## src/rtl/pll_clken_pkg.sv

```systemverilog
// Shared types and default sizing for the PLL-lock-qualified clock-enable generator.
package pll_clken_pkg;

    localparam int DEF_CNT_W     = 8;
    localparam int DEF_LOCK_FILT = 64;

    typedef enum logic [1:0] {
        ST_FILTER = 2'd0,
        ST_RUN    = 2'd1,
        ST_LOST   = 2'd2
    } pll_state_t;

endpackage

```

## src/rtl/pll_clken_ch.sv

```systemverilog
// One output channel: shadow divide/phase with clamping, phase counter and registered enable/divided-clock decode.
module pll_clken_ch #(
    parameter int CNT_W = 8
) (
    input  logic             clkin,
    input  logic             reset,
    input  logic             run,
    input  logic             run_nxt,
    input  logic             load,
    input  logic             en,
    input  logic [CNT_W-1:0] div,
    input  logic [CNT_W-1:0] phase,
    output logic             clk_en,
    output logic             clk_div
);

    logic [CNT_W-1:0] n_r;
    logic [CNT_W-1:0] p_r;
    logic [CNT_W-1:0] cnt_r;
    logic [CNT_W-1:0] n_in_s;
    logic [CNT_W-1:0] p_in_s;
    logic [CNT_W-1:0] n_nxt_s;
    logic [CNT_W-1:0] p_nxt_s;
    logic [CNT_W-1:0] cnt_nxt_s;
    logic [CNT_W:0]   half_s;

    // Clamp incoming config and compute next counter; outputs are decoded one cycle ahead.
    always_comb begin
        n_in_s = (div == '0) ? CNT_W'(1) : div;
        p_in_s = (phase >= n_in_s) ? (n_in_s - CNT_W'(1)) : phase;
        if (load) begin
            n_nxt_s = n_in_s;
            p_nxt_s = p_in_s;
        end else begin
            n_nxt_s = n_r;
            p_nxt_s = p_r;
        end
        // A reload or RUN entry restarts the sequence at the (new) phase offset.
        if (run && !load) begin
            cnt_nxt_s = (cnt_r == (n_r - CNT_W'(1))) ? '0 : (cnt_r + CNT_W'(1));
        end else begin
            cnt_nxt_s = p_nxt_s;
        end
        half_s = ({1'b0, n_nxt_s} + {{CNT_W{1'b0}}, 1'b1}) >> 1;
    end

    // Shadow, counter and output registers.
    always_ff @(posedge clkin) begin
        if (reset) begin
            n_r     <= CNT_W'(1);
            p_r     <= '0;
            cnt_r   <= '0;
            clk_en  <= 1'b0;
            clk_div <= 1'b0;
        end else begin
            n_r     <= n_nxt_s;
            p_r     <= p_nxt_s;
            cnt_r   <= cnt_nxt_s;
            clk_en  <= run_nxt & en & (cnt_nxt_s == (n_nxt_s - CNT_W'(1)));
            clk_div <= run_nxt & en & ({1'b0, cnt_nxt_s} < half_s);
        end
    end

endmodule

```

## src/rtl/pll_clken_gen.sv

```systemverilog
// Lock-filtered clock-enable generator: qualifies raw PLL lock, then runs NUM_CH phase-programmable dividers.
module pll_clken_gen
    import pll_clken_pkg::*;
#(
    parameter int NUM_CH    = 3,
    parameter int CNT_W     = DEF_CNT_W,
    parameter int LOCK_FILT = DEF_LOCK_FILT
) (
    input  logic                    clkin,
    input  logic                    reset,
    input  logic                    pll_lock,
    input  logic [NUM_CH*CNT_W-1:0] div_sel,
    input  logic [NUM_CH*CNT_W-1:0] phase_sel,
    input  logic                    cfg_load,
    input  logic [NUM_CH-1:0]       ch_en,
    input  logic                    lock_lost_clr,
    output logic [NUM_CH-1:0]       clk_en,
    output logic [NUM_CH-1:0]       clk_div,
    output logic                    ready,
    output logic                    lock_lost
);

    localparam int FW = $clog2(LOCK_FILT + 1);

    logic          lock_meta_r;
    logic          lock_s_r;
    pll_state_t    state_r;
    pll_state_t    state_nxt_s;
    logic [FW-1:0] filt_r;
    logic [FW-1:0] filt_nxt_s;
    logic          run_s;
    logic          run_nxt_s;

    // Next-state and lock filter counter.
    always_comb begin
        state_nxt_s = state_r;
        filt_nxt_s  = filt_r;
        case (state_r)
            ST_FILTER: begin
                if (filt_r == FW'(LOCK_FILT)) begin
                    state_nxt_s = ST_RUN;
                    filt_nxt_s  = '0;
                end else if (lock_s_r) begin
                    filt_nxt_s  = filt_r + FW'(1);
                end else begin
                    filt_nxt_s  = '0;
                end
            end
            ST_RUN: begin
                if (!lock_s_r) begin
                    state_nxt_s = ST_LOST;
                end else begin
                    state_nxt_s = ST_RUN;
                end
            end
            ST_LOST: begin
                state_nxt_s = ST_FILTER;
                filt_nxt_s  = '0;
            end
            default: begin
                state_nxt_s = ST_FILTER;
                filt_nxt_s  = '0;
            end
        endcase
    end

    assign run_s     = (state_r == ST_RUN);
    assign run_nxt_s = (state_nxt_s == ST_RUN);

    // Lock synchroniser, FSM state, ready and sticky lock-lost flag.
    always_ff @(posedge clkin) begin
        if (reset) begin
            lock_meta_r <= 1'b0;
            lock_s_r    <= 1'b0;
            state_r     <= ST_FILTER;
            filt_r      <= '0;
            ready       <= 1'b0;
            lock_lost   <= 1'b0;
        end else begin
            lock_meta_r <= pll_lock;
            lock_s_r    <= lock_meta_r;
            state_r     <= state_nxt_s;
            filt_r      <= filt_nxt_s;
            ready       <= run_nxt_s;
            if (run_s && (state_nxt_s == ST_LOST)) begin
                lock_lost <= 1'b1;
            end else if (lock_lost_clr) begin
                lock_lost <= 1'b0;
            end else begin
                lock_lost <= lock_lost;
            end
        end
    end

    for (genvar i = 0; i < NUM_CH; i++) begin : g_ch
        pll_clken_ch #(
            .CNT_W (CNT_W)
        ) u_ch (
            .clkin   (clkin),
            .reset   (reset),
            .run     (run_s),
            .run_nxt (run_nxt_s),
            .load    (cfg_load),
            .en      (ch_en[i]),
            .div     (div_sel[i*CNT_W +: CNT_W]),
            .phase   (phase_sel[i*CNT_W +: CNT_W]),
            .clk_en  (clk_en[i]),
            .clk_div (clk_div[i])
        );
    end

endmodule

```

## config.mk

```make
export PLATFORM = sky130hd
export DESIGN_NAME = pll_clken_gen
export DESIGN_NICKNAME = d
export VERILOG_FILES = /design/src/rtl/pll_clken_pkg.sv /design/src/rtl/pll_clken_ch.sv /design/src/rtl/pll_clken_gen.sv
export SDC_FILE = /design/constraint.sdc
export NUM_CORES = 1
export LEC_CHECK = 0
export BUFFER_PORTS_ARGS = -buffer_cell sky130_fd_sc_hd__buf_4
export CAP_MARGIN = 20
export CORE_MARGIN = 10
export CORE_UTILIZATION = 50
export CTS_BUF_LIST = sky130_fd_sc_hd__clkbuf_8
export CTS_CLUSTER_DIAMETER = 150
export DETAILED_ROUTE_END_ITERATION = 10
export PLACE_DENSITY_LB_ADDON = 0.15
export SLEW_MARGIN = 30
export SYNTH_ARGS = -nofsm -noshare
export SYNTH_HDL_FRONTEND = slang
export SYNTH_SLANG_ARGS = --single-unit
```

## constraint.sdc

```tcl
create_clock -name clkin -period 5.3 [get_ports clkin]
set_clock_uncertainty 0.15 [all_clocks]
set_input_delay 1.06 -clock clkin [delete_from_list [all_inputs] [get_ports clkin]]
set_output_delay 1.06 -clock clkin [all_outputs]
set_load 0.03 [all_outputs]
```

# After elaboration in Yosys (flattened, before gate mapping)
# Cells that the tools add are included.
[word_totals]
out_inout_bits = 8
input_bits = 56
reg_bits = 91
wordCells = 96
[op_classes]
reduce_logical = 8
bitwise_logic = 9
addsub = 16
mux = 26
magnitude_cmp = 6
n_eq_ne = 10
[op_table]
columns = ["operator", "n"]
rows = [
  ["two-way mux 8 bit", 18],
  ["subtractor 8 x 1 -> 8 bit (second input constant)", 9],
  ["== test 8 bit", 6],
  ["adder 8 x 1 -> 9 bit (second input constant)", 3],
  ["adder 8 x 1 -> 8 bit (second input constant)", 3],
  ["greater-or-equal comparator 8 bit", 3],
  ["zero test 8 bit", 3],
  ["less-than comparator 8 bit", 3],
  ["two-way mux 7 bit", 2],
  ["one-hot mux 7 bit (2 select lines)", 1],
  ["bitwise AND 1 bit", 9],
  ["adder 7 x 1 -> 7 bit (second input constant)", 1],
  ["== test 7 bit (second input constant)", 1],
  ["== test 2 x 1 -> 1 bit (second input constant)", 2],
  ["two-way mux 2 bit", 2],
  ["one-hot mux 2 bit (2 select lines)", 1],
  ["== test 2 bit (second input constant)", 1],
  ["logical AND 1 bit", 2],
  ["zero test 2 bit", 1],
  ["two-way mux 1 bit", 2],
  ["nonzero test 2 bit", 1],
  ["zero test 1 bit", 1],
]

# Depth between registers and ports, before layout
# Gate-level depths: netlist of the first run.
[depth]
word_depth = 8
depth_mapped = 17
ltp_nobuf = 16

# By module
# A second synthesis of the first run with hierarchy kept.
[hier_totals]
hier_cells = 957
area_unflattened_um2 = 7549.7
[modules_own_cells]
columns = ["module", "cells_each", "n_inst", "area_each_um2"]
rows = [
  ["pll_clken_ch", 298, 3, 2319.7],
  ["pll_clken_gen", 63, 1, 590.6],
]

# Least setup slack after synthesis of the first run
# OpenSTA, ideal clock, no wires.
[synth_timing]
path_type = "input port to flip-flop"
start = "input cfg_load"
end = "register g_ch[0].u_ch.clk_div"
t_arrival_ps = 4706
slack_ps = 385
required_ps = 5091
n_path_buf = 6
stages = 16
path_cell_list = "buf_2 buf_1 buf_2 buf_1 buf_2 buf_2 mux2i_1 inv_1 ha_1 nand2_1 xnor2_1 ha_1 a21o_1 a21o_1 a2111oi_0 o31a_1"
[synth_lines]
columns = ["element", "line_no", "source"]
rows = [
  ["start, declared", "pll_clken_gen.sv:14", "input logic cfg_load,"],
  ["two-way mux 8 bit", "pll_clken_ch.sv:31", "if (load) begin"],
  ["named net g_ch[0].u_ch.n_nxt_s[1]", "pll_clken_ch.sv:22", "logic [CNT_W-1:0] n_nxt_s;"],
  ["adder 8 x 1 -> 9 bit", "pll_clken_ch.sv:44", "half_s = ({1'b0, n_nxt_s} + {{CNT_W{1'b0}}, 1'b1}) >> 1;"],
  ["less-than comparator 8 bit", "pll_clken_ch.sv:60", "clk_div <= run_nxt & en & ({1'b0, cnt_nxt_s} < half_s);"],
  ["bitwise AND 1 bit", "pll_clken_ch.sv:60", ""],
  ["end signal, assigned", "pll_clken_ch.sv:60", ""],
  ["end, declared", "pll_clken_ch.sv:14", "output logic clk_div"],
]
# The timed path passes the listed nets, and every way through them passes these cells.
# A chain may end at the register's enable or synchronous reset.

# Final worst setup path of the first run
[layout_timing]
start = "input div_sel[18]"
end = "register g_ch[2].u_ch.clk_div"
[layout_via]
elab_chain_len = 8
[layout_lines]
columns = ["element", "line_no", "source"]
rows = [
  ["start, declared", "pll_clken_gen.sv:12", "input logic [NUM_CH*CNT_W-1:0] div_sel,"],
  ["zero test 8 bit", "pll_clken_ch.sv:29", "n_in_s = (div == '0) ? CNT_W'(1) : div;"],
  ["two-way mux 8 bit *", "pll_clken_ch.sv:29", ""],
  ["subtractor 8 x 1 -> 8 bit / greater-or-equal comparator 8 bit (equally long branches)", "pll_clken_ch.sv:30", "p_in_s = (phase >= n_in_s) ? (n_in_s - CNT_W'(1)) : phase;"],
  ["two-way mux 8 bit *", "pll_clken_ch.sv:30", ""],
  ["two-way mux 8 bit *", "pll_clken_ch.sv:31", ""],
  ["two-way mux 8 bit *", "pll_clken_ch.sv:39", "if (run && !load) begin"],
  ["named net g_ch[2].u_ch.cnt_nxt_s[4]", "pll_clken_ch.sv:24", "logic [CNT_W-1:0] cnt_nxt_s;"],
  ["less-than comparator 8 bit *", "pll_clken_ch.sv:60", ""],
  ["bitwise AND 1 bit *", "pll_clken_ch.sv:60", ""],
  ["end signal, assigned", "pll_clken_ch.sv:60", ""],
  ["end, declared", "pll_clken_ch.sv:14", ""],
]
# Mark *: on every way through the listed nets, which the timed path passes. The rest lies on a longest branch.

==> summary.md, run 1 <==
| Metric | Value |
|---|---|
| TritonCTS clock tree | `yes` |
| Layout net count | `1052` |
| Max-slew violation count | `0` |
| Remaining max-slew budget at the tightest pin | `40.76%` |
| Fillcell total | `1322` |
| Critical Path AT | `4.98 ns` |
| Critical path's top delay family | `compound AO/OA/AOI/OAI gates` |
| Final Hold Viols | `0` |
| Leakage power | `3.469 nW` |
| Path length in cells of the critical path | `17` |
| Vias | `6215` |
| Total negative slack for setup checks | `0 ns` |
| Clk Latency, worst-skew pair | `0.39 ns` |
| Post-synthesis register bit count | `91` |
| Vias in the first global route | `5847` |
| Routed WL | `18.35 mm` |
| Cell total after placement | `1103` |
| Wirelength per Cell | `16.40 um` |
| Setup repair after global routing missed its margin | `no` |
| Area growth, synth to finish | `13.11%` |
| HPWL after DPL | `14.14 mm` |
| Number of flops mapped to enable cells by yosys | `0` |
| Post-cts hold buffer count | `0` |
| Max Cap Violations | `0` |
| Number of sinks handled by clock tree synthesis | `91` |
| Synth area leader | `dfxtp_1` |
| Post-CTS clock slew at the launch and capture registers of the worst setup and hold paths | `0.09 ns` |
| Actual slew at the worst max-slew pin | `0.8774 ns` |
| Critical path's slowest cell | `a2111oi_0` |
| Mapped Avg Cell Area | `8.131 sq um` |
| Number of setup violations in the final report | `0` |
| Delay of the slowest cell on the worst path | `0.41 ns` |
| Mapped Area | `0.007091 sq mm` |
| Kind of critical path | `in -> reg` |
| Starting density of the core | `51.08%` |
| Total power | `1.862 mW` |
| Maximum number of pins on one net before global-route repair | `81` |
| Cells resized by post-CTS repair | `0` |
| CTS Buf Count | `9` |
| Standard-cell row count | `43` |
| Primary flip-flop cell chosen by synthesis mapping | `dfxtp_1` |
| Number of distinct library cell variants in the gate-level netlist after synthesis | `69` |
| Post-route antenna net violation count | `0` |
| Part of the Yosys area used for sequential elements | `25.69%` |
| Clock Path Buffers | `2` |
| Critical path launch point type | `input port` |
| Worst Reg2Reg Path Length in Cells | `14` |
| Crit path required time | `5.49 ns` |
| Total global-route track usage | `18.49%` |
| Path category of the worst min-delay check | `reg -> reg` |
| Antenna cell count | `0` |
| Min Clock Period, post-route | `4.791 ns` |
| Antenna violations before repair | `0` |
| Startpoint of the tightest hold check path | `lock_meta_r$_SDFF_PP0_` |
| Count of unresolved DRC violations after routing | `0` |
| Post-route non-filler standard cell count | `1119` |
| Number of top-level pins | `64` |
| Clock root buffer | `clkbuf_8` |
| H-tree level count | `3` |
| Cell Chain, Critical Path | `buf_4 -> nor4_1 -> a31oi_1 -> inv_1 -> ha_1 -> nand2b_1 -> a2111o_1 -> a21oi_1 -> buf_12 -> mux2_2 -> a22oi_1 -> nand2_1 -> ha_1 -> a21o_1 -> a21o_1 -> a2111oi_0 -> o31a_1` |
| Number of buffers added for setup after CTS | `0` |
| Drt initial violations | `428` |
| Run status | `finished clean` |
| Overflow after GRT | `0` |
| Share of final-layout standard cells stronger than drive strength 1 | `12.57%` |
| Post-Syn Nets | `990` |
| Top cells by area, synth | `dfxtp_1 26%, ha_1 11%, xnor2_1 8.0%` |
| Share of synthesized registers carrying an async set or reset | `0%` |
| Source of the worst register-to-register timing path | `g_ch[1].u_ch.n_r[0]$_SDFF_PP1_` |
| Number of input and output port buffers inserted | `63` |
| Maximum fanout encountered on the critical timing path | `11` |
| Kind of capture point of the worst setup path | `register` |
| GPL Wtd Cong | `0.9179` |
| Core area | `0.01388 sq mm` |
| Areal power density over the cells | `232.1 mW/mm^2` |
| Share of the clock period used by the worst path | `90.41%` |
| Start point of the critical path | `div_sel[18]` |
| DIE HEIGHT | `139.1 um` |
| Portion of synthesized cell area occupied by the leading cell type | `25.69%` |
| Endpoint of the most critical setup path | `g_ch[2].u_ch.clk_div$_SDFF_PP0_` |
| First-pass GRT wire length | `29.93 mm` |
| Worst vdd ir | `0.1165 mV` |
| Total Die Area | `0.01934 sq mm` |
| Crit path buffers/inverters | `3` |
| Flop2flop setup slack | `1.27 ns` |
| Floorplan die width | `139.1 um` |
| Number of iterations in the first detailed-routing pass | `5` |
| Yosys synthesis warning count | `0` |
| Capture point of the worst reg-to-reg path | `g_ch[1].u_ch.clk_div$_SDFF_PP0_` |
| Fmax | `208.7 MHz` |
| Per-cell via count in the routed design | `5.554` |
| Count of mapped cells out of synthesis | `872` |
## layout by cell type, fill, tap and decap left out, types with 29 or more instances in the layout
master,synthesis,layout
xnor2_1,65,65
mux2i_1,37,37
dfxtp_1,91,91
a21oi_1,43,43
xor2_1,44,44
inv_1,49,50
buf_4,6,82
ha_1,62,62
nand2_1,71,71
nor2_1,100,99
nand3_1,29,29
## cell families (layout without fill, tap and decap cells)
kind of cell,count (synthesis),in the layout,share of synthesized area (%)
adders and majority gates,62,62,10.94
muxes,44,44,6.335
AOI/OAI and AO/OA,142,142,14.29
buffers and inverters,81,148,4.676
DFF,91,91,25.69
xor gates and xnor gates,111,111,14.10
and+or+nand+nor,341,341,23.96
## metal layers
| metal | share of wire, % | GRT usage (%) | vias to the layer above |
|---|---|---|---|
| met5 | 0 | 0 | - |
| li1 | - | - | 3201 |
| met2 | 46 | 29.93 | 105 |
| met4 | 1.9 | 6.480 | 0 |
| met3 | 3.7 | 2.842 | 22 |
| met1 | 48 | 24.30 | 2887 |
## power breakdown
group          total, mW  internal (mW)  switching [mW]
clock network      0.516          0.255           0.261
logic              0.577          0.268           0.309
registers          0.769          0.725          0.0442
total               1.86           1.25           0.614
## synth_stat cells, drive strengths merged, types with 3 or more instances
master	instances
o311ai	5
a211oi	10
a221o	9
nor4b	8
o211ai	6
a22oi	3
or3	12
xnor2	65
a221oi	4
and4	3
nand3b	4
o31a	5
nand4	12
a21oi	43
nor2b	26
nor3	27
nand2	71
o21ai	14
a21o	10
nor4	9
and3	10
nand3	29
nor3b	6
mux2	7
ha	62
nand2b	11
xor2	44
a2111oi	5
or4	4
dfxtp	91
mux2i	37
inv	49
a31oi	7
a21boi	5
buf	20
clkbuf	12
nor2	102
## state kept, by name, indices dropped and copies added (netlist names)
register,count
g_ch.u_ch.n_r,24
lock_lost,1
g_ch.u_ch.p_r,24
state_r,2
g_ch.u_ch.clk_en,3
g_ch.u_ch.clk_div,3
lock_meta_r,1
lock_s_r,1
ready,1
g_ch.u_ch.cnt_r,24
filt_r,7
## through the flow
stage	area (sq um)	setup WS, ns	utilization [%]	hold WS (ns)
global route	8020	0.01293	57.78	0.3268
finish	8020	0.5085	57.78	0.2925
detailed placement	7804	0.1021	56.22	0.2779
global placement	7804	0.2226	56.22	0.2706
CTS	8018	0.5016	57.76	0.2984
floorplan	7091	0.3848	-	0.2638
## worst min-delay path by stage
stage | to | slack [ns] | depth (start not counted)
2_1_floorplan | lock_s_r$_SDFF_PP0_ | 0.26 | 1
3_3_place_gp | lock_s_r$_SDFF_PP0_ | 0.27 | 1
3_5_place_dp | lock_s_r$_SDFF_PP0_ | 0.28 | 1
4_1_cts | lock_s_r$_SDFF_PP0_ | 0.30 | 1
5_1_grt | lock_s_r$_SDFF_PP0_ | 0.33 | 1
6_report | lock_s_r$_SDFF_PP0_ | 0.29 | 1
## cell type report
| cell class | instances | area [sq um] | share of cell area (%) |
|---|---|---|---|
| multi-input combinational | 700 | 4940 | 61.59 |
| sequential | 91 | 1822 | 22.71 |
| timing repair buffer | 83 | 635.6 | 7.925 |
| tap | 180 | 225.2 | 2.808 |
| inverter | 49 | 183.9 | 2.293 |
| clock buffer | 12 | 165.2 | 2.059 |
| clock inverter | 4 | 48.80 | 0.6084 |
No activity file was read; power rests on OpenSTA's default activity.
==> run 2, diff against run 1 <==
REMOVE_ABC_BUFFERS = 1   (was not set)
==> summary.md, run 2 (synthesis results as in run 1) <==
| Metric | Value |
|---|---|
| Min Clock Period, post-route | `4.828 ns (+0.03692 ns)` |
| Drt initial violations | `445 (+4.0%)` |
| Leakage power | `3.478 nW (+0.26%)` |
| Most frequent standard cell in the layout excluding fill and tap cells | `nor2_1` |
| Share of the clock period used by the worst path | `91.10% (+0.70 points)` |
| Antenna cell count | `0 (unchanged)` |
| Layout net count | `1053 (+0.095%)` |
| Start point of the critical path | `div_sel[3]` |
| Floorplan die width | `139.1 um (unchanged)` |
| Count of unresolved DRC violations after routing | `0 (unchanged)` |
| Areal power density over the cells | `228.4 mW/mm^2 (-1.6%)` |
| Total global-route track usage | `18.88% (+0.39 points)` |
| Post-cts hold buffer count | `0 (unchanged)` |
| Total negative slack for setup checks | `0 ns (unchanged)` |
| Total Die Area | `0.01934 sq mm (unchanged)` |
| Cell Area, Placed | `0.007811 sq mm (about the same)` |
| Final Hold Viols | `0 (unchanged)` |
| Wirelength per Cell | `16.85 um (+2.7%)` |
| Kind of capture point of the worst setup path | `register` |
| Fmax | `207.1 MHz (-0.76%)` |
| Remaining max-slew budget at the tightest pin | `37.11% (-3.7 points)` |
| Path category of the worst min-delay check | `reg -> reg` |
| Utilization of the core after routing | `57.67% (-0.11 points)` |
| DIE HEIGHT | `139.1 um (unchanged)` |
| Cells resized by post-CTS repair | `0 (unchanged)` |
| Number of input and output port buffers inserted | `63 (unchanged)` |
| Per-cell via count in the routed design | `5.612 (+1.0%)` |
| Critical path launch point type | `input port` |
| Top Metal Used | `met4` |
| Vias in the first global route | `6069 (+3.8%)` |
| Run status | `finished clean` |
| Area growth, synth to finish | `12.90%` |
| Routed WL | `18.87 mm (+2.8%)` |
| Number of setup violations in the final report | `0 (unchanged)` |
| Worst hold path cell count | `1 (unchanged)` |
| Starting density of the core | `51.08% (unchanged)` |
| Registers with the most flip-flops | `g_ch.u_ch.cnt_r (24), g_ch.u_ch.n_r (24), g_ch.u_ch.p_r (24)` |
| Endpoint of the most critical setup path | `g_ch[0].u_ch.clk_div$_SDFF_PP0_` |
| Area occupied by multi-input gates | `0.004937 sq mm (about the same)` |
| Crit path required time | `5.48 ns (about the same)` |
| Clock Path Buffers | `2 (unchanged)` |
| Clk Latency, worst-skew pair | `0.38 ns (about the same)` |
| Critical Path AT | `5.01 ns (+0.03 ns)` |
| H-tree level count | `3 (unchanged)` |
| Actual slew at the worst max-slew pin | `0.9361 ns (+0.05869 ns)` |
| Share of final-layout standard cells stronger than drive strength 1 | `12.45% (-0.12 points)` |
| Hold_ws | `0.2932 ns (+0.0007760 ns)` |
| Clock root buffer | `clkbuf_8` |
| First-pass GRT wire length | `30.57 mm (+2.1%)` |
| Number of buffers added for setup after CTS | `0 (unchanged)` |
| Kind of critical path | `in -> reg` |
| Fillcell total | `1333 (+0.83%)` |
| Capture point of the worst reg-to-reg path | `g_ch[1].u_ch.clk_div$_SDFF_PP0_` |
| HPWL after DPL | `14.68 mm (+3.8%)` |
| Max Cap Violations | `0 (unchanged)` |
| Met1 Wirelength | `8.877 mm (-0.21%)` |
| Overflow after GRT | `0 (unchanged)` |
| TritonCTS clock tree | `yes` |
| Area of all placed cells without fillers | `0.008005 sq mm (-0.19%)` |
| Total area of sequential cells | `0.001822 sq mm (unchanged)` |
| Worst Reg2Reg Path Length in Cells | `14 (unchanged)` |
| Number of top-level pins | `64 (unchanged)` |
| Post-route non-filler standard cell count | `1120 (+0.089%)` |
| Post-CTS clock slew at the launch and capture registers of the worst setup and hold paths | `0.09 ns (about the same)` |
| Number of sinks handled by clock tree synthesis | `91 (unchanged)` |
| CTS Buf Count | `9 (unchanged)` |
| Standard-cell row count | `43 (unchanged)` |
| Max-slew violation count | `0 (unchanged)` |
| Cell total after placement | `1104 (+0.091%)` |
| Routed met2 length | `8.829 mm (+4.9%)` |
| Post-route antenna net violation count | `0 (unchanged)` |
| Maximum fanout encountered on the critical timing path | `8 (-3)` |
| GPL Wtd Cong | `0.8882 (-3.2%)` |
| Flop2flop setup slack | `1.28 ns (about the same)` |
| Core area | `0.01388 sq mm (unchanged)` |
| Maximum number of pins on one net before global-route repair | `81 (unchanged)` |
| Top library cells by usage in the layout, fill and taps aside | `100 x nor2_1, 91 x dfxtp_1, 83 x buf_4, 71 x nand2_1, 65 x xnor2_1` |
| Number of iterations in the first detailed-routing pass | `5 (unchanged)` |
| Met3 WL | `943 um (+37%)` |
| Source of the worst register-to-register timing path | `g_ch[1].u_ch.n_r[0]$_SDFF_PP1_` |
| Worst vdd ir | `0.1360 mV (+17%)` |
| Vias | `6285 (+1.1%)` |
| Antenna violations before repair | `0 (unchanged)` |
| Setup repair after global routing missed its margin | `no` |
run 2: changes by cell type in the layout (fill, tap and decap cells not counted), sizes merged:
cell,delta
inv,+2
buf,+1
clkbuf,-2
clkinv,+2
clkinvlp,-2
run 2: cell type report:
class,instances,share of cell area [%]
tap,180,2.813
sequential,91,22.76
inverter,49,2.298
multi-input combinational,700,61.68
clock buffer,10,1.719
timing repair buffer,84,8.034
clock inverter,6,0.7033
run 2: report_power, final:
group | internal [mW] | switching [mW] | total, mW
sequential | 0.725 | 0.0450 | 0.770
combinational | 0.266 | 0.313 | 0.579
clock | 0.228 | 0.252 | 0.479
total | 1.22 | 0.610 | 1.83
run 2: worst min-delay path by stage:
stage	start	end	slack, ns
3_5_place_dp	lock_meta_r$_SDFF_PP0_	lock_s_r$_SDFF_PP0_	0.28
6_report	lock_meta_r$_SDFF_PP0_	lock_s_r$_SDFF_PP0_	0.29
4_1_cts	lock_meta_r$_SDFF_PP0_	lock_s_r$_SDFF_PP0_	0.30
3_3_place_gp	lock_meta_r$_SDFF_PP0_	lock_s_r$_SDFF_PP0_	0.27
5_1_grt	lock_meta_r$_SDFF_PP0_	lock_s_r$_SDFF_PP0_	0.33
2_1_floorplan	lock_meta_r$_SDFF_PP0_	lock_s_r$_SDFF_PP0_	0.26
run 2: layer usage:
| metal | vias to the layer above | track usage, % |
|---|---|---|
| met5 | - | 0 |
| met2 | 150 | 31.40 |
| met4 | 0 | 4.174 |
| met3 | 19 | 4.110 |
| met1 | 2916 | 24.31 |
| li1 | 3200 | - |
run 2: critical path: stages:
cell and delay, ns:
buf_4 0.14, nor4_1 0.37, a31oi_1 0.20, inv_1 0.11, ha_1 0.15, nor2b_1 0.05, o211a_1 0.19, o311ai_0 0.45
nand2_1 0.34, mux2_2 0.37, a221o_1 0.36, ha_1 0.22, a21o_1 0.17, a21o_1 0.16, a2111oi_0 0.46, o31a_1 0.21
run 2: metrics by stage:
| stage | setup WS, ns | power [mW] |
|---|---|---|
| final | 0.4716 | 1.828 |
| after global placement | 0.2695 | 1.355 |
| after CTS | 0.4926 | 1.840 |
| after global routing | 0.2116 | 1.941 |
| after detailed placement | 0.1178 | 1.359 |
| after floorplan | 0.1728 | 1.167 |
==> run 3, diff against run 2 <==
ABC_AREA = 1   (was not set)
==> summary.md, run 3 <==
| Metric | Value |
|---|---|
| Antenna cell count | `0 (unchanged)` |
| Max-slew violation count | `0 (unchanged)` |
| TritonCTS clock tree | `yes` |
| Standard-cell row count | `45 (+4.7%)` |
| Number of buffers added for setup after CTS | `0 (unchanged)` |
| Total negative slack for setup checks | `0 ns (unchanged)` |
| Yosys synthesis warning count | `0 (unchanged)` |
| Mapped Avg Cell Area | `6.412 sq um (-21%)` |
| Routed WL | `19.64 mm (+4.1%)` |
| Total global-route track usage | `18.42% (-0.46 points)` |
| Clk Latency, worst-skew pair | `0.38 ns (about the same)` |
| H-tree level count | `3 (unchanged)` |
| Crit path required time | `5.46 ns (-0.02 ns)` |
| Fmax | `266.7 MHz (+29%)` |
| Floorplan die width | `145.3 um (+4.5%)` |
| Number of flops mapped to enable cells by yosys | `0 (unchanged)` |
| Maximum fanout encountered on the critical timing path | `10 (+2)` |
| Vias in the first global route | `7100 (+17%)` |
| Setup repair after global routing missed its margin | `no` |
| Critical Path AT | `3.91 ns (-1.10 ns)` |
| Antenna violations before repair | `0 (unchanged)` |
| Cells resized by post-CTS repair | `0 (unchanged)` |
| Remaining max-slew budget at the tightest pin | `43.70% (+6.6 points)` |
| Number of setup violations in the final report | `0 (unchanged)` |
| Leading cell type by number of instances after synthesis | `nand2_1` |
| Kind of critical path | `in -> reg` |
| Overflow after GRT | `0 (unchanged)` |
| Number of input and output port buffers inserted | `63 (unchanged)` |
| Worst vdd ir | `0.1180 mV (-13%)` |
| Number of distinct library cell variants in the gate-level netlist after synthesis | `53 (-23%)` |
| Path category of the worst min-delay check | `reg -> reg` |
| Clock Path Buffers | `2 (unchanged)` |
| Clock root buffer | `clkbuf_8` |
| Area growth, synth to finish | `9.915%` |
| Top cells by area, synth | `dfxtp_1 23%, nand2_1 16%, ha_1 9.9%` |
| Min Clock Period, post-route | `3.750 ns (-1.078 ns)` |
| Smallest setup slack after layout | `1.550 ns (+1.078 ns)` |
| GPL Wtd Cong | `0.9022 (+1.6%)` |
| Post-synthesis register bit count | `91 (unchanged)` |
| Final Hold Viols | `0 (unchanged)` |
| Int Pwr | `1.239 mW (+1.7%)` |
| Max Cap Violations | `0 (unchanged)` |
| Share of final-layout standard cells stronger than drive strength 1 | `13.80% (+1.4 points)` |
| Top library cells by usage in the layout, fill and taps aside | `332 x nand2_1, 139 x inv_1, 131 x nor2_1, 111 x nand3_1, 91 x dfxtp_1` |
| DIE HEIGHT | `145.3 um (+4.5%)` |
| Number of sinks handled by clock tree synthesis | `91 (unchanged)` |
| Power dissipated by switching net loads | `704.5 uW (+16%)` |
| Maximum number of pins on one net before global-route repair | `77 (-4.9%)` |
| Areal power density over the cells | `225.3 mW/mm^2 (-1.4%)` |
| Leakage power | `4.386 nW (+26%)` |
| Total Die Area | `0.02111 sq mm (+9.1%)` |
| Run status | `finished clean` |
| Post-route antenna net violation count | `0 (unchanged)` |
| Share of the clock period used by the worst path | `70.75% (-20 points)` |
| Synth top cells by count | `332 x nand2_1, 139 x inv_1, 131 x nor2_1` |
| Critical path launch point type | `input port` |
| Comb power frac | `32.6% (+0.9 points)` |
| Count of mapped cells out of synthesis | `1224 (+40%)` |
| Actual slew at the worst max-slew pin | `0.8445 ns (-0.09155 ns)` |
| Worst Setup Slack post-DPL | `1.160 ns (+1.042 ns)` |
| First-pass GRT wire length | `33.16 mm (+8.5%)` |
| Number of iterations in the first detailed-routing pass | `5 (unchanged)` |
| Kind of capture point of the worst setup path | `register` |
| Most frequent standard cell in the layout excluding fill and tap cells | `nand2_1` |
| Count of unresolved DRC violations after routing | `0 (unchanged)` |
| Core area | `0.01531 sq mm (+10%)` |
| Mapped Area | `0.007849 sq mm (+11%)` |
| Part of the Yosys area used for sequential elements | `23.21% (-2.5 points)` |
| Starting density of the core | `51.25% (+0.17 points)` |
| Share of total power in sequential cells | `39.4% (-2.7 points)` |
| Share of synthesized registers carrying an async set or reset | `0% (unchanged)` |
| CTS Buf Count | `9 (unchanged)` |
| HPWL after DPL | `15.67 mm (+6.7%)` |
| Switching power as a share of total power | `36.25% (+2.9 points)` |
| Registers with the most flip-flops | `g_ch.u_ch.cnt_r (24), g_ch.u_ch.n_r (24), g_ch.u_ch.p_r (24)` |
| Vias | `7501 (+19%)` |
| Number of top-level pins | `64 (unchanged)` |
| Post-CTS clock slew at the launch and capture registers of the worst setup and hold paths | `0.09 ns (about the same)` |
| Post-cts hold buffer count | `0 (unchanged)` |
| Portion of synthesized cell area occupied by the leading cell type | `23.21% (-2.5 points)` |
| Synth area leader | `dfxtp_1` |
| Drt initial violations | `499 (+12%)` |
| Primary flip-flop cell chosen by synthesis mapping | `dfxtp_1` |
| Wirelength per Cell | `13.22 um (-22%)` |
| Per-cell via count in the routed design | `5.048 (-10%)` |
| Part of the power in the clock network | `28.0% (+1.8 points)` |
| Layout net count | `1388 (+32%)` |
run 3: changes by cell type in the layout (fill, tap and decap cells not counted), sizes merged, moves of 26 or more:
cell | before | now
nor2b | 26 | 0
nand2 | 71 | 358
xnor2 | 65 | 15
inv | 52 | 161
mux2i | 37 | 0
nor2 | 102 | 145
nand3 | 29 | 114
o21ai | 14 | 51
run 3: final cells by class:
type,count,area (sq um)
clock buffers,9,123.9
clock inverters,7,101.3
fillers,1561,6688
inverters,162,608.1
multi-input cells,942,5228
flip-flops and latches,91,1822
well taps,211,264.0
repair buffers,64,480.5
run 3: stage by stage:
| step | cell area, sq um | util [%] | hold slack (ns) | power (mW) | instances |
|---|---|---|---|---|---|
| after floorplan | 7657 | - | 0.2383 | 1.235 | 1195 |
| after global placement | 8402 | 54.86 | 0.2453 | 1.404 | 1470 |
| after detailed placement | 8402 | 54.86 | 0.2459 | 1.414 | 1470 |
| after CTS | 8627 | 56.33 | 0.2602 | 1.956 | 1486 |
| after global routing | 8627 | 56.33 | 0.2773 | 2.085 | 1486 |
| final | 8627 | 56.33 | 0.2587 | 1.944 | 1486 |
run 3: cell families (layout without fill, tap and decap cells):
family	count (synthesis)	count (layout)	synth area share, %
adder cells (fa/ha/maj)	62	62	9.884
flip-flops	91	91	23.21
AND/OR/NAND/NOR	679	679	38.58
buffers and inverters	191	242	10.19
AO/OA/AOI/OAI	131	131	10.33
XOR/XNOR	70	70	7.811
run 3: per-layer routing:
layer	part of all wire, %	up-vias	wire (um)	global-route usage, %
met4	1.3	0	258	5.207
met2	47	134	9158	30.92
met5	0	-	0	0
met1	49	3353	9559	24.23
met3	3.4	15	664	2.204
li1	-	3999	-	-
run 3: path summary, 6_finish.rpt:
path              depth (start not counted)                   start                               to  slack [ns]
setup / recovery                         22             div_sel[18]  g_ch[2].u_ch.clk_div$_SDFF_PP0_        1.55
hold reg to reg                           2  lock_meta_r$_SDFF_PP0_              lock_s_r$_SDFF_PP0_        0.26
hold / removal                            2  lock_meta_r$_SDFF_PP0_              lock_s_r$_SDFF_PP0_        0.26
setup reg to reg                         12   state_r[0]$_SDFF_PP0_  g_ch[0].u_ch.clk_div$_SDFF_PP0_        2.55
run 3: power by group through the flow:
stage / logic, mW / registers [mW] / clock network (mW)
final: 0.633 / 0.766 / 0.545
after global placement: 0.623 / 0.781 / 0
after floorplan: 0.464 / 0.771 / 0
after global routing: 0.733 / 0.772 / 0.580
after CTS: 0.636 / 0.766 / 0.555
after detailed placement: 0.633 / 0.782 / 0
run 3: worst max-delay path, stage by stage:
cell and delay [ns]:
buf_4 0.13, nor2_2 0.20, inv_2 0.05, nor2_1 0.08, nand2_1 0.07, nand2_2 0.14, ha_1 0.25, nand2_1 0.06
nand3_1 0.07, nand2_1 0.06, nand2_1 0.04, nand2_1 0.16, nand2_2 0.16, or2_2 0.30, nand3_1 0.14, nand2_1 0.08
nand2_1 0.10, nand2_1 0.10, ha_1 0.31, a21oi_1 0.14, nand2_1 0.08, a21oi_1 0.12
